`src/rtl/control_sequencer_pkg.sv`:
```
// Shared constants for the control sequencer and the downstream output decoder:
// state codes, opcode values and instruction-word field positions.
package control_sequencer_pkg;

  typedef enum logic [4:0] {
    S_IDLE     = 5'b00000,
    S_LOAD     = 5'b00001,
    S_MOVE     = 5'b00010,
    S_LDPC     = 5'b00011,
    S_BRANCH   = 5'b00100,
    S_ADD1     = 5'b00101,
    S_ADD2     = 5'b00110,
    S_ADD3     = 5'b00111,
    S_XOR1     = 5'b01000,
    S_XOR2     = 5'b01001,
    S_XOR3     = 5'b01010,
    S_SUB1     = 5'b01011,
    S_SUB2     = 5'b01100,
    S_SUB3     = 5'b01101,
    S_MUL1     = 5'b01110,
    S_MUL2     = 5'b01111,
    S_MUL3     = 5'b10000,
    S_DIV1     = 5'b10001,
    S_DIV2     = 5'b10010,
    S_DIV3     = 5'b10011,
    S_ONES1    = 5'b10100,
    S_ONES2    = 5'b10101,
    S_ONES3    = 5'b10110,
    S_ONESALL1 = 5'b10111,  // clear the register-index counter
    S_ONESALL2 = 5'b11000,  // decoder enables the counter -> count = 1
    S_ONESALL3 = 5'b11001,  // loop decision on count
    S_ONESALL4 = 5'b11010,
    S_ONESALL5 = 5'b11011,
    S_ONESALL6 = 5'b11100,  // counter increments here
    S_ONESALL7 = 5'b11101   // loop exit
  } state_t;

  localparam logic [3:0] OP_LOAD    = 4'd0;
  localparam logic [3:0] OP_MOVE    = 4'd1;
  localparam logic [3:0] OP_LDPC    = 4'd2;
  localparam logic [3:0] OP_BRANCH  = 4'd3;
  localparam logic [3:0] OP_ADD     = 4'd4;
  localparam logic [3:0] OP_XOR     = 4'd5;
  localparam logic [3:0] OP_SUB     = 4'd6;
  localparam logic [3:0] OP_MUL     = 4'd7;
  localparam logic [3:0] OP_DIV     = 4'd8;
  localparam logic [3:0] OP_ONES    = 4'd9;
  localparam logic [3:0] OP_ONESALL = 4'd10;

  // Instruction word field positions.
  localparam int OPC_MSB = 15;
  localparam int OPC_LSB = 12;
  localparam int RX_MSB  = 11;
  localparam int RX_LSB  = 8;
  localparam int RY_MSB  = 7;
  localparam int RY_LSB  = 4;

endpackage

```
`src/rtl/control_next_state.sv`:
```
// Purely combinational next-state logic for the control sequencer.
// Hold and reset are applied by the parent, which owns the registers.
module control_next_state
  import control_sequencer_pkg::*;
#(
  parameter int unsigned NUM_REGS        = 8,
  parameter bit          IDLE_ON_ILLEGAL = 1'b1
) (
  input  state_t     i_state,
  input  logic [3:0] i_opcode,
  input  logic       i_run,
  input  logic [3:0] i_count,
  output state_t     o_next_state,
  output logic       o_illegal_next
);

  localparam logic [3:0] LP_LAST = 4'(NUM_REGS);

  // Next state and illegal-opcode flag from current state and inputs.
  always_comb begin
    // NOTE: defaults first so every path assigns every output -- no latches.
    o_next_state   = S_IDLE;
    o_illegal_next = 1'b0;
    case (i_state)
      S_IDLE: begin
        if (i_run) begin
          case (i_opcode)
            OP_LOAD:    o_next_state = S_LOAD;
            OP_MOVE:    o_next_state = S_MOVE;
            OP_LDPC:    o_next_state = S_LDPC;
            OP_BRANCH:  o_next_state = S_BRANCH;
            OP_ADD:     o_next_state = S_ADD1;
            OP_XOR:     o_next_state = S_XOR1;
            OP_SUB:     o_next_state = S_SUB1;
            OP_MUL:     o_next_state = S_MUL1;
            OP_DIV:     o_next_state = S_DIV1;
            OP_ONES:    o_next_state = S_ONES1;
            OP_ONESALL: o_next_state = S_ONESALL1;
            default:    o_illegal_next = IDLE_ON_ILLEGAL;
          endcase
        end
      end
      S_ADD1:     o_next_state = S_ADD2;
      S_ADD2:     o_next_state = S_ADD3;
      S_XOR1:     o_next_state = S_XOR2;
      S_XOR2:     o_next_state = S_XOR3;
      S_SUB1:     o_next_state = S_SUB2;
      S_SUB2:     o_next_state = S_SUB3;
      S_MUL1:     o_next_state = S_MUL2;
      S_MUL2:     o_next_state = S_MUL3;
      S_DIV1:     o_next_state = S_DIV2;
      S_DIV2:     o_next_state = S_DIV3;
      S_ONES1:    o_next_state = S_ONES2;
      S_ONES2:    o_next_state = S_ONES3;
      S_ONESALL1: o_next_state = S_ONESALL2;
      S_ONESALL2: o_next_state = S_ONESALL3;
      // >= rather than == so a runaway counter still terminates the loop.
      S_ONESALL3: o_next_state = (i_count >= LP_LAST) ? S_ONESALL7 : S_ONESALL4;
      S_ONESALL4: o_next_state = S_ONESALL5;
      S_ONESALL5: o_next_state = S_ONESALL6;
      S_ONESALL6: o_next_state = S_ONESALL3;
      // Single-state instructions, chain ends, loop exit and unused codes.
      default:    o_next_state = S_IDLE;
    endcase
  end

endmodule

```
`src/rtl/control_sequencer.sv`:
```
// Control sequencer: owns the state register and the latched instruction word
// that feed the output decoder, and steers the external register-index counter.
module control_sequencer
  import control_sequencer_pkg::*;
#(
  parameter int unsigned NUM_REGS        = 8,
  parameter bit          IDLE_ON_ILLEGAL = 1'b1
) (
  input  logic        i_clk,
  input  logic        i_reset,
  input  logic        i_run,
  input  logic [15:0] i_fncode_in,
  input  logic        i_hold,
  input  logic [3:0]  i_count,
  output logic [4:0]  o_state,
  output logic [15:0] o_fncode,
  output logic        o_busy,
  output logic        o_ctr_clr,
  output logic        o_illegal
);

  state_t      r_state;
  logic [15:0] r_fncode;
  logic        r_illegal;
  state_t      w_next_state;
  logic        w_illegal_next;
  logic        w_accept;

  control_next_state #(
    .NUM_REGS        (NUM_REGS),
    .IDLE_ON_ILLEGAL (IDLE_ON_ILLEGAL)
  ) u_next_state (
    .i_state        (r_state),
    .i_opcode       (i_fncode_in[OPC_MSB:OPC_LSB]),
    .i_run          (i_run),
    .i_count        (i_count),
    .o_next_state   (w_next_state),
    .o_illegal_next (w_illegal_next)
  );

  // An instruction is accepted only when IDLE leaves for a real state.
  assign w_accept = (r_state == S_IDLE) && (w_next_state != S_IDLE);

  // State, instruction latch and illegal pulse; reset beats hold beats advance.
  always_ff @(posedge i_clk) begin
    // NOTE: non-blocking assignments for all state so every register samples
    // pre-edge values, independent of statement order.
    if (i_reset) begin
      r_state   <= S_IDLE;
      r_fncode  <= '0;
      r_illegal <= 1'b0;
    end else if (i_hold) begin
      r_illegal <= 1'b0;
    end else begin
      r_state   <= w_next_state;
      r_illegal <= w_illegal_next;
      if (w_accept) begin
        r_fncode <= i_fncode_in;
      end
    end
  end

  assign o_state   = r_state;
  assign o_fncode  = r_fncode;
  assign o_illegal = r_illegal;
  assign o_busy    = (r_state != S_IDLE);
  assign o_ctr_clr = i_reset || (r_state == S_ONESALL1);

endmodule
```
`config.mk`:
```
export PLATFORM = sky130hd
export DESIGN_NAME = control_sequencer
export DESIGN_NICKNAME = d
export VERILOG_FILES = /design/src/rtl/control_sequencer_pkg.sv /design/src/rtl/control_next_state.sv /design/src/rtl/control_sequencer.sv
export SDC_FILE = /design/constraint.sdc
export NUM_CORES = 1
export LEC_CHECK = 0
export CAP_MARGIN = 30
export CORE_ASPECT_RATIO = 0.5
export CORE_MARGIN = 2
export CORE_UTILIZATION = 42
export CTS_CLUSTER_DIAMETER = 40
export DETAILED_ROUTE_END_ITERATION = 16
export PLACE_DENSITY = 0.87
export SETUP_SLACK_MARGIN = 0.3
export SYNTH_ARGS = -nofsm -noshare
export SYNTH_HDL_FRONTEND = slang
export SYNTH_SLANG_ARGS = --single-unit
```
`constraint.sdc`:
```
create_clock -name i_clk -period 1.9 [get_ports i_clk]
set_input_delay 0.38 -clock i_clk [delete_from_list [all_inputs] [get_ports i_clk]]
set_output_delay 0.38 -clock i_clk [all_outputs]
set_load 0.005 [all_outputs]
```
After elaboration in Yosys (flattened, before gate mapping). Cells that the tools add are included.

Memory bits (read-only): 0. Bits in writable memories: 0. Word-level logic and storage cells: 50. Bits of input ports: 24. Latch bits: 0. Flip-flop bits (word level): 22. Memories: 0. Output and inout port bits: 24.

Multipliers: 0. Div/mod/pow operators: 0. Order comparisons: 1. Bitwise logic cells: 3. Multiplexer cells: 5. Add/subtract/negate cells: 0. Reductions and logical operators: 10. Equality and inequality tests: 28. Shift-type cells: 0.

Operators by type and width (number): 5-bit case mux with 18 select lines (1); 5-bit case mux with 11 select lines (1); 5-bit == test, second input constant (10); 5-bit by 4-bit == test with 1-bit output, second input constant (6); 4-bit by 3-bit == test with 1-bit output, second input constant (4); 4-bit == test, second input constant (3); 11-bit OR reduction (1); 5-bit by 3-bit == test with 1-bit output, second input constant (2); 5-bit nonzero test (2); 4-bit by 2-bit == test with 1-bit output, second input constant (2); 5-bit logical NOT (1); 5-bit two-way mux (1); 4-bit by 1-bit == test with 1-bit output, second input constant (1); 4-bit greater-or-equal comparator, second input constant (1); 4-bit logical NOT (1); 4-bit OR reduction (1); 3-bit two-way mux (1); 1-bit NOT (3); 2-bit AND reduction (1); 2-bit OR reduction (1); 1-bit logical AND (1); 1-bit logical OR (1); 1-bit two-way mux (1).

Longest topological paths before layout.
Word-level depth: 7. Mapped depth: 8. Mapped depth without buffers: 5.

Hierarchy. From an unflattened synthesis, not the netlist that was laid out.

Cell total of the unflattened synthesis: 157. Area total of the unflattened synthesis: 1382.6 sq um.

Modules (own cells, without submodules): control_sequencer (cells each 95, times used 1, sequential area each 440.4 sq um, area each 974.7 sq um); control_next_state (cells each 62, times used 1, sequential area each 0.0 sq um, area each 407.9 sq um).

Worst setup path after synthesis. OpenSTA, ideal clock, no wires.

Path kind: reg2reg. Start: reg r_state[2], in the netlist o_state[2]. End: reg r_fncode[14], in the netlist o_fncode[14]. Arrival time: 1785 ps. Cell stages (with the launch flop): 7. Slack: 53 ps. Period minus slack after synthesis: 1847 ps. Library setup time: 62 ps. Path buffers: 1. Cell sequence: dfxtp_1 > mux2_2 > o221ai_2 > a221oi_4 > buf_2 > or4b_1 > nand3_1.

Longest elaborated chain between the ends: 6. Elaborated cells between the ends (all ways): 24.

RTL lines: start: declaration (RTL line control_sequencer.sv:22) `state_t r_state;`; start signal: assignment (RTL line control_sequencer.sv:55) `r_state <= w_next_state;`; 5-bit == test (RTL line control_next_state.sv:24) `case (i_state)`; 2-bit OR reduction (no line); 5-bit case mux with 18 select lines (RTL line control_next_state.sv:24); 5-bit nonzero test (RTL line control_sequencer.sv:42) `assign w_accept = (r_state == S_IDLE) && (w_next_state != S_IDLE);`; 1-bit logical AND * (RTL line control_sequencer.sv:42); 2-bit AND reduction (no line) *; end signal: assignment (RTL line control_sequencer.sv:58) `r_fncode <= i_fncode_in;`; end: declaration (RTL line control_sequencer.sv:23) `logic [15:0] r_fncode;`.

Mark *: on every way between the ends. The rest lies on a longest branch, timed or not. A chain may end at the register's enable or synchronous reset.

Final worst setup path.
Start: reg r_state[2], in the netlist o_state[2]. End: reg r_fncode[1], in the netlist o_fncode[1].

The elaborated chain is that of the path after synthesis.

==> metrics.cfg <==
[yosys]
ys.flop_type=dfxtp_1
synth-compound-area-share_pct=16.1
synth_edf_count=0
synth_nets=203
ys_seq_area_share_pct=28.5
synth_area_per_cell_um2=8.65
synth_cells=179
post_synth_fa_ha_maj_area_fraction_pct=0
synth_top_area_share_pct=28.5
synth.area.mux_share_pct=2.10
synth_area_um2=1550
synth.most_common_cell=dfxtp_1
synth_top_cell_by_area=dfxtp_1
synthXorXnorAreaFrac_pct=0.566
yosys_warnings=0
synth_top_family_by_area=simple AND/OR/NAND/NOR gates
synth_commonest_cells=22 x dfxtp_1, 17 x nand3_1, 17 x nand3b_1
ys_types=45
synthSimpleGateAreaFrac_pct=45.6
ys_ff_latch=22
synth_area_leaders=dfxtp_1 28%, or4b_1 10%, nand4b_1 9.1%
ys_async_sr_fraction_pct=0

[place]
io_buffers=44
gp_congestion=0.856
placedCellCount=278
hpwl_um=2860

[die]
dieArea_um2=4220
rows=15
coreArea_um2=3470
num_io_pins=48
die_x_um=89.9
initial_utilization_pct=44.6
die-height_um=46.9

[pwr]
ir_drop_mv=0.297
total_power_mw=1.44
p_leak_nw=0.978
cellPowerDensity_nw_per_um2=583

[detailed_routing]
vias=1690
drt-total-wl_um=4580
antenna_left=0
wl_per_cell_um=15.4
drc=0
drt_pre_antenna_iters=4
dr.first_iter.drc_count=61
viasPerCell=5.69

[worst_setup_path]
reg2reg_from=o_state[2]
crit_type=reg -> reg
startpoint=o_state[2]
path_max_fanout=30
r2r_slack_ns=0.007
rr_worst_depth=7
start_kind=register
path_delay_family=simple AND/OR/NAND/NOR gates
crit_cells=7
cpPeakStageDelay_ns=0.47
end_kind=register
crit_required_ns=2.11
cp.arrival_ns=2.11
r2r-end=o_fncode[1]
cpMaxStageDelayCell=or4b_1
endpoint=o_fncode[1]
crit_chain=buf_4 -> mux2_4 -> o221ai_4 -> a221oi_4 -> buf_12 -> or4b_1 -> nand3_1
path_buf_inv=2

[global_route]
grt_pass1_vias=1476
grt_max_degree=45
grt_usage_pct=20.7
grt_pass1_wl_um=6900
grt_overflow=0
antenna_found_initial=0

[timing]
finClkSkew_ns=0.00340
fin_tns_setup_ns=0
slew_headroom_pct=80.5
setup_violations=0
max_freq_mhz=528
slew_viol_final=0
hold_viol=0
finalCriticalPeriod_ns=1.89
rsz0062_at_grt=true
period_share_pct=99.6
tightest_slew_ns=0.291

[cts]
cts_inserted_buffers=3
clk_pin_slew_ns=0.09
htreeDepth=1
clock_sinks=22
cts_root_buffer=clkbuf_8
cts_hold_buffers=0
clk_latency_ns=0.27
clk_path_buf_depth=2
cts_tree=yes

[cells_and_area]
fillCellCount=250
fin_cells=297
layout-drive-gt1-share_pct=28.0
final_nets=271
syn_to_final_growth_pct=59.8
num_antenna_cells=0

[outcome]
status=completed

[worst_hold_path]
min_path_type=reg -> reg

[flow_run]
drv_cap=0

worst min-delay path by stage:
stage                      start            to  cells past startpoint  slack, ns
floorplan            o_fncode[0]   o_fncode[0]                      2       0.51
global placement    o_fncode[11]  o_fncode[11]                      2       0.50
CTS                 o_fncode[10]  o_fncode[10]                      2       0.53
detailed placement   o_fncode[3]   o_fncode[3]                      2       0.51
global route         o_fncode[6]   o_fncode[6]                      2       0.54
finish              o_fncode[10]  o_fncode[10]                      2       0.52
where the power goes:
part / internal (mW) / switching (mW) / leakage [nW]
clock network: 0.229 / 0.167 / 0.0339
logic: 0.289 / 0.216 / 0.761
registers: 0.500 / 0.0415 / 0.183
through the flow:
step	instance area, um^2	worst slack (ns)	utilization [%]	hold slack [ns]
global placement	2160	-0.153	62.3	0.502
CTS	2400	-0.0198	69.0	0.527
finish	2470	0.00725	71.2	0.523
global route	2470	-0.0465	71.2	0.542
floorplan	1590	0.176	-	0.507
detailed placement	2160	-0.202	62.3	0.512
kinds of logic (layout without fill, tap and decap cells):
| kind of cell | Yosys count | after routing |
|---|---|---|
| simple gates | 99 | 99 |
| compound gates | 32 | 32 |
| flops | 22 | 22 |
| buf+inv | 22 | 89 |
| mux | 3 | 3 |
| xor+xnor | 1 | 1 |
cell type report:
| class | instances | area, um^2 | share of cell area [%] |
|---|---|---|---|
| timing repair buffer | 82 | 768 | 31.1 |
| tap | 51 | 63.8 | 2.58 |
| inverter | 3 | 11.3 | 0.455 |
| multi-input combinational | 135 | 1100 | 44.7 |
| sequential | 22 | 459 | 18.6 |
| clock buffer | 4 | 66.3 | 2.68 |
worst register-to-register path: stages, from the launching register on:
cell and delay, ns:
dfxtp_4 0.40, buf_4 0.12, mux2_4 0.31, o221ai_4 0.16, a221oi_4 0.10, buf_12 0.17
or4b_1 0.48, nand3_1 0.09
sequential cells by signal, indices dropped and copies added, names as in the netlist:
name       cells
o_fncode      16
o_illegal      1
o_state        5
metal layers:
metal	vias up	wire length [um]	GRT usage, %
met2	51	2280	38.9
met4	0	40	6.77
met1	801	2030	24.9
li1	834	-	-
met5	-	0	0
met3	4	231	4.65
layout by cell type, fill, tap and decap left out, types with 4 or more instances in the layout:
| cell type | instances |
|---|---|
| nand3_1 | 16 |
| nand3b_1 | 17 |
| nor2_1 | 4 |
| dlygate4sd2_1 | 6 |
| nand2_1 | 4 |
| nand2b_1 | 5 |
| or4b_1 | 14 |
| nand4b_1 | 16 |
| dfxtp_4 | 5 |
| buf_4 | 31 |
| dfxtp_1 | 17 |
| clkdlybuf4s50_1 | 35 |
| buf_6 | 6 |
repair_timing:
action,in CTS,in global routing
endpoints found under the setup margin,27,25
pin swaps,6,8
buffers inserted,12,3
resized for setup,29,12
(Power assumes the default switching activity.)
